File: src/rtl/fifo_pkg.sv
// ---------------------------------------------------------------------------
// fifo_pkg
// Shared definitions for the programmable FIFO slice.
//   DEFAULT_WIDTH / DEFAULT_DEPTH : default data width and entry count
//   count_width()                 : bits needed to hold an occupancy 0..depth
//   ptr_width()                   : bits needed to address depth entries
// ---------------------------------------------------------------------------
package fifo_pkg;

    localparam int DEFAULT_WIDTH = 16;
    localparam int DEFAULT_DEPTH = 8;

    // Occupancy runs from 0 to depth inclusive, hence depth+1 states.
    function automatic int count_width(input int depth);
        return $clog2(depth + 1);
    endfunction

    // A depth of 1 would give $clog2 == 0; keep at least one address bit.
    function automatic int ptr_width(input int depth);
        return (depth > 1) ? $clog2(depth) : 1;
    endfunction

endpackage

File: src/rtl/fifo_mem.sv
// ---------------------------------------------------------------------------
// fifo_mem
// Storage array for fifo_prog: synchronous write, asynchronous read.
// The array is deliberately not reset.
// Ports:
//   clk      : write clock, rising edge
//   wr_en    : write strobe (already qualified by the FIFO control)
//   wr_addr  : write address
//   wr_data  : write data
//   rd_addr  : read address
//   rd_data  : combinational read data at rd_addr
// ---------------------------------------------------------------------------
module fifo_mem
    import fifo_pkg::*;
#(
    parameter int WIDTH = DEFAULT_WIDTH,
    parameter int DEPTH = DEFAULT_DEPTH,
    parameter int AW    = ptr_width(DEFAULT_DEPTH)
) (
    input  logic             clk,
    input  logic             wr_en,
    input  logic [AW-1:0]    wr_addr,
    input  logic [WIDTH-1:0] wr_data,
    input  logic [AW-1:0]    rd_addr,
    output logic [WIDTH-1:0] rd_data
);

    logic [WIDTH-1:0] mem [DEPTH];

    // Plain register-array write; contents survive reset on purpose so the
    // array can map onto storage without a reset network.
    always_ff @(posedge clk) begin
        if (wr_en) begin
            mem[wr_addr] <= wr_data;
        end
    end

    assign rd_data = mem[rd_addr];

endmodule

File: src/rtl/fifo_prog.sv
// ---------------------------------------------------------------------------
// fifo_prog
// Synchronous FIFO with programmable depth (any value, not only powers of
// two), programmable almost-full / almost-empty levels and 1-cycle pulse
// handshake flags.
// Optional build macro: FIFO_FWFT_EN -- data_out shows the head entry
// combinationally (first-word fall-through) instead of a registered read.
// Ports:
//   clk, rst      : clock (rising edge) and synchronous active-high reset
//   data_in       : write data
//   wr_en, rd_en  : write / read requests
//   data_out      : read data
//   wr_ack        : pulse, write accepted last cycle
//   overflow      : pulse, write rejected (full) last cycle
//   underflow     : pulse, read rejected (empty) last cycle
//   full, empty, almostfull, almostempty : decoded from count
//   count         : current occupancy
// ---------------------------------------------------------------------------
module fifo_prog
    import fifo_pkg::*;
#(
    parameter int FIFO_WIDTH = DEFAULT_WIDTH,
    parameter int FIFO_DEPTH = DEFAULT_DEPTH,
    parameter int AF_LEVEL   = FIFO_DEPTH - 1,
    parameter int AE_LEVEL   = 1
) (
    input  logic                                clk,
    input  logic                                rst,
    input  logic [FIFO_WIDTH-1:0]               data_in,
    input  logic                                wr_en,
    input  logic                                rd_en,
    output logic [FIFO_WIDTH-1:0]               data_out,
    output logic                                wr_ack,
    output logic                                overflow,
    output logic                                underflow,
    output logic                                full,
    output logic                                empty,
    output logic                                almostfull,
    output logic                                almostempty,
    output logic [count_width(FIFO_DEPTH)-1:0]  count
);

    localparam int CW = count_width(FIFO_DEPTH);
    localparam int PW = ptr_width(FIFO_DEPTH);

    localparam logic [CW-1:0] DEPTH_CNT = CW'(FIFO_DEPTH);
    localparam logic [CW-1:0] AF_CNT    = CW'(AF_LEVEL);
    localparam logic [CW-1:0] AE_CNT    = CW'(AE_LEVEL);
    localparam logic [PW-1:0] LAST_PTR  = PW'(FIFO_DEPTH - 1);

    logic [PW-1:0]         wr_ptr;
    logic [PW-1:0]         rd_ptr;
    logic                  wr_ok;
    logic                  rd_ok;
    logic [CW-1:0]         count_next;
    logic [FIFO_WIDTH-1:0] head_data;

    // Pointers wrap by explicit compare so odd depths never alias.
    function automatic logic [PW-1:0] advance(input logic [PW-1:0] p);
        return (p == LAST_PTR) ? '0 : p + PW'(1);
    endfunction

    assign full        = (count == DEPTH_CNT);
    assign empty       = (count == '0);
    assign almostfull  = (count == AF_CNT);
    assign almostempty = (count == AE_CNT);

    // Acceptance is judged on the current occupancy, so a simultaneous
    // request at an empty FIFO keeps only the write, and at a full FIFO
    // keeps only the read.
    assign wr_ok = wr_en && !full;
    assign rd_ok = rd_en && !empty;

    fifo_mem #(
        .WIDTH (FIFO_WIDTH),
        .DEPTH (FIFO_DEPTH),
        .AW    (PW)
    ) u_mem (
        .clk     (clk),
        .wr_en   (wr_ok),
        .wr_addr (wr_ptr),
        .wr_data (data_in),
        .rd_addr (rd_ptr),
        .rd_data (head_data)
    );

    // Occupancy changes only when exactly one side is accepted.
    always_comb begin
        count_next = count;
        case ({wr_ok, rd_ok})
            2'b10:   count_next = count + CW'(1);
            2'b01:   count_next = count - CW'(1);
            default: count_next = count;
        endcase
    end

    // Pointers, occupancy and the handshake pulses. Each pulse is rewritten
    // every cycle, so it drops back to 0 unless its event recurs.
    always_ff @(posedge clk) begin
        if (rst) begin
            wr_ptr    <= '0;
            rd_ptr    <= '0;
            count     <= '0;
            wr_ack    <= 1'b0;
            overflow  <= 1'b0;
            underflow <= 1'b0;
        end else begin
            count     <= count_next;
            wr_ack    <= wr_ok;
            overflow  <= wr_en && full;
            underflow <= rd_en && empty;
            if (wr_ok) begin
                wr_ptr <= advance(wr_ptr);
            end
            if (rd_ok) begin
                rd_ptr <= advance(rd_ptr);
            end
        end
    end

`ifdef FIFO_FWFT_EN
    // Fall-through: the head entry is visible whenever data is held; a read
    // just moves rd_ptr on. Shows zero while empty so stale array contents
    // never leak out after reset.
    assign data_out = empty ? '0 : head_data;
`else
    // Registered read: the head entry is captured on an accepted read and
    // held otherwise, including across rejected reads.
    always_ff @(posedge clk) begin
        if (rst) begin
            data_out <= '0;
        end else if (rd_ok) begin
            data_out <= head_data;
        end
    end
`endif

endmodule

File: config.mk
export PLATFORM = sky130hd
export DESIGN_NAME = fifo_prog
export DESIGN_NICKNAME = d
export VERILOG_FILES = /design/src/rtl/fifo_pkg.sv /design/src/rtl/fifo_mem.sv /design/src/rtl/fifo_prog.sv
export SDC_FILE = /design/constraint.sdc
export NUM_CORES = 1
export LEC_CHECK = 0
export BUFFER_PORTS_ARGS = -buffer_cell sky130_fd_sc_hd__clkbuf_2
export CAP_MARGIN = 20
export CELL_PAD_IN_SITES_DETAIL_PLACEMENT = 1
export CELL_PAD_IN_SITES_GLOBAL_PLACEMENT = 1
export CORE_UTILIZATION = 26
export DETAILED_ROUTE_END_ITERATION = 8
export MAX_ROUTING_LAYER = met4
export PLACE_DENSITY = 0.51
export SETUP_SLACK_MARGIN = 0.15
export SYNTH_ARGS = -nofsm -noshare
export SYNTH_HDL_FRONTEND = slang
export SYNTH_SLANG_ARGS = --single-unit
File: constraint.sdc
create_clock -name clk -period 8.8 [get_ports clk]
set_input_delay 0.44 -clock clk [delete_from_list [all_inputs] [get_ports clk]]
set_output_delay 0.44 -clock clk [all_outputs]
set_load 0.02 [all_outputs]
==> results list <==
- Met3 Resource Use GR: 3.839%
* Share of the synthesized area in the top cell type: 63.50%
- STA classifies the critical path startpoint as a flop.
- Worst hold-check path type: primary input to flop
- Final critical-path setup slack: 6.229 ns
- Setup_tns: 0 ns
- Pin placement for this block handled 47 I/O pins.
* Max incr delay on CP: 0.47 ns
- Hold buffers post-CTS: 0
* WL/cell: 19.90 um
- Final core utilization: 31.71%
- Of the total power, the clock network draws 35.0%.
- Entering global routing, the biggest net connects 51 pins.
* Number of max-cap violations: 0
- Final-report setup violation count: 0
- Status: finished, final reports clean
* Largest fanout on the critical path: 7
* Total of flip-flops plus latches after synthesis: 157
- Most used routing layer in global routing: met2
- Count of input and output buffers: 46
* Number of buffers inserted during clock tree synthesis: 17
- The setup check on the worst reg-to-reg path leaves a slack of 6.23 ns.
- Mapped cell area: 6053 um2
* Setup WS pre-CTS: 6.236 ns
* FMAX: 388.9 MHz
* Hold Path End: u_mem.mem[4][3]
- Ranked by total cell area, the synthesized netlist is headed by sky130_fd_sc_hd__edfxtp_1 63%, sky130_fd_sc_hd__mux2i_1 11%, sky130_fd_sc_hd__dfxtp_1 9.6%.
* Number of global-route vias before repair: 3566
- The critical path goes through inv_1 -> ha_1 -> or3b_1 -> nand2_1 -> inv_1 -> ha_1 -> or4b_1 -> a21oi_1 -> xnor2_1 -> nor2_1.
- Kind of end point of the critical path: flop
- Die Area: 23900 um2
- Global routing consumed, on the met2 layer, 18.81% of the routing resources.
* # rows: 55
* Number of flops mapped to enable cells by yosys: 128
- In this run the post-CTS setup repair buffer count came out at 0.
* Register area share after synthesis: 73.09%
- Most instantiated cells after synthesis: 128 x sky130_fd_sc_hd__edfxtp_1, 65 x sky130_fd_sc_hd__mux2i_1, 32 x sky130_fd_sc_hd__a22oi_1
- At the end of routability-driven placement, the weighted congestion stood at 0.6967.
* Clock tree from TritonCTS: built
- Across every metal layer, demand over resource in global routing totals 12.91%.
- Count of mapped cells out of synthesis: 362
- Combinational group share of total power: 19.1%
- The first TritonRoute pass finished after 4 iterations.
* Sequential share of power: 45.9%
* Total net switching power: 0.5683 mW
- Final clock skew: 0.01033 ns
* Post-Route WL: 14290 um
* Met1 demand-to-capacity share in global routing: 17.24%
* Clock Pin Slew Worst Setup and Hold Paths: 0.07 ns
- Placeable Area: 22710 um2
- First-pass GRT wire length: 21560 um
- Counting instances, the worst hold path has a depth of 1.
* Arrival time of the worst setup path: 2.87 ns
* Reg2reg end: count[3]
- Post-detail-place hpwl: 8230 um
- Mapped Avg Cell Area: 16.72 um2
- Number of levels the H-tree was split into: 4
* Clock insertion delay at the later pin of the skew report: 0.42 ns
- For this block, the via count after detailed routing is 3343.
- Area post-placement: 6636 um2
- Normalized max-slew margin: 31.19%
- Internal Dissipation: 1.396 mW
- Category of the most critical setup path: flop to flop
- PwrDens: 272.7 nW/um2
- Required time reported for the critical path endpoint: 9.10 ns
* Layout overhead on the synthesized area: 18.97%
- Once the floorplan was initialized, standard cells occupied 26.66% of the core.
* Number of nets with antenna violations after detailed routing: 0
* Floorplan die width: 154.6 um
- Leakage component of the power: 2.399 nW
* Vias per std cell: 4.656
- Synthesis Warnings: 0
- Share of the clock period used by the worst path after layout: 29.22%
- For the pin with the worst max-slew slack, the measured transition is 1.031 ns.
* IR Drop Worst-Case VDD: 0.0001215 V
- Clock root buffer: sky130_fd_sc_hd__clkbuf_16
- Maximum number of buffers from clock root to sink: 2
- After routing the design area is 7202 um2.
- Drt initial violations: 152
- Distinct cell type count after synthesis: 35
* Net total in the final layout: 448
- Count of cells resized by post-cts repair: 0
- In this run the most critical hold path is launched from data_in[3].
- Length in cells of the worst reg-to-reg path: 10
- The number of nets in the synthesized netlist is 390.
- The die is 154.6 um tall.
* Pins over their slew limit: 0
- Share of flip-flops with an asynchronous set or reset after synthesis: 0%
* Primary FF master, synth: sky130_fd_sc_hd__edfxtp_1
- Among all cell types in the netlist, the one instantiated most often is sky130_fd_sc_hd__edfxtp_1.
- The routed design could run at a clock period as short as 2.571 ns.
- Setup repair after global routing left no endpoint under its margin.
- The startpoint identified for the worst register-to-register timing path is count[0].
* Switch share: 28.93%
* Cell taking the most area after synthesis: sky130_fd_sc_hd__edfxtp_1
- Number of antenna violations at the first check in global routing: 1
- Clock sink count: 157
* Final number of hold-violating endpoints: 0
- Counting the fill cells in the layout gives 2359.
- Overall overflow remaining after global route: 0
* Share of post-route cells with drive strength above 1: 22.45%
- Remaining design rule violation count: 0
* Slowest stage cell on the critical path: sky130_fd_sc_hd__or4b_1
==> power groups by stage <==
stage	registers (mW)	clock network, mW	logic, mW
after floorplan	0.929	0	0.258
after global placement	0.916	0	0.371
after detailed placement	0.920	0	0.377
after CTS	0.904	0.707	0.379
after global routing	0.910	0.735	0.406
final	0.902	0.687	0.375
==> layer usage <==
metal	wire length [um]	vias up	share of wire [%]
li1	-	1543	-
met1	7144	1735	50
met2	6440	56	45
met3	589	9	4.1
met4	112	0	0.78
met5	0	-	0
==> worst max-delay path by stage <==
| stage | to | slack [ns] | startpoint | depth (start not counted) |
|---|---|---|---|---|
| after floorplan | u_mem.mem[0][0] | 5.65 | count[0] | 5 |
| after detailed placement | count[3] | 6.24 | count[0] | 10 |
| final | count[3] | 6.23 | count[0] | 10 |
| after global routing | count[3] | 6.01 | count[0] | 10 |
| after global placement | count[3] | 6.33 | count[0] | 10 |
| after CTS | count[3] | 6.20 | count[0] | 10 |
==> state kept, by name (all words and copies together), names as in the netlist <==
name and cells:
count 4, u_mem.mem 128, rd_ptr 3, wr_ack 1
underflow 1, data_out 16, wr_ptr 3, overflow 1
==> critical path, delay by kind of cell, from the launching register on <==
kind | cells | cell delay, ns
DFF | 1 | 0.46
AOI/OAI and AO/OA | 1 | 0.20
and+or+nand+nor | 4 | 1.04
adders and majority gates | 2 | 0.46
xor gates and xnor gates | 1 | 0.14
buffers and inverters | 2 | 0.16
==> cells by family after synthesis <==
| kind of cell | Yosys count | share of synthesized area [%] |
|---|---|---|
| AOI/OAI and AO/OA | 59 | 7.751 |
| xor gates and xnor gates | 3 | 0.4341 |
| adders and majority gates | 8 | 1.654 |
| buffers and inverters | 24 | 2.273 |
| DFF | 157 | 73.09 |
| muxes | 65 | 10.75 |
| and+or+nand+nor | 46 | 4.052 |
==> layout by cell type, fill, tap and decap left out, types with 3 or more instances in the layout <==
cell	count
sky130_fd_sc_hd__a32o_1	16
sky130_fd_sc_hd__nand3_1	4
sky130_fd_sc_hd__edfxtp_1	128
sky130_fd_sc_hd__mux2i_1	65
sky130_fd_sc_hd__a21oi_1	8
sky130_fd_sc_hd__dfxtp_1	28
sky130_fd_sc_hd__clkbuf_16	17
sky130_fd_sc_hd__inv_1	4
sky130_fd_sc_hd__ha_1	8
sky130_fd_sc_hd__nor3_2	4
sky130_fd_sc_hd__clkbuf_2	46
sky130_fd_sc_hd__a22oi_1	32
sky130_fd_sc_hd__nor2_1	9
sky130_fd_sc_hd__clkinvlp_4	4
sky130_fd_sc_hd__or3_1	3
sky130_fd_sc_hd__nand2b_1	3
sky130_fd_sc_hd__buf_4	11
sky130_fd_sc_hd__nand2_1	9
==> cell type report <==
cell class	instances	area (um2)	area share, %
inverters	5	18.77	0.2606
clock inverters	13	118.9	1.650
well taps	285	356.6	4.951
diodes	1	2.502	0.03475
multi-input cells	181	1520	21.11
flip-flops and latches	157	4428	61.48
clock buffers	18	429.2	5.959
repair buffers	58	327.8	4.552
==> per-stage QoR <==
step           power, mW  std cells  hold WS [ns]
3_3_place_gp       1.286        685        0.4547
4_1_cts            1.989        716        0.2864
6_report           1.964        718        0.2998
3_5_place_dp       1.297        685        0.4611
2_1_floorplan      1.188        362        0.4772
5_1_grt            2.052        718        0.2961
Power figures use the tool's default switching activity.
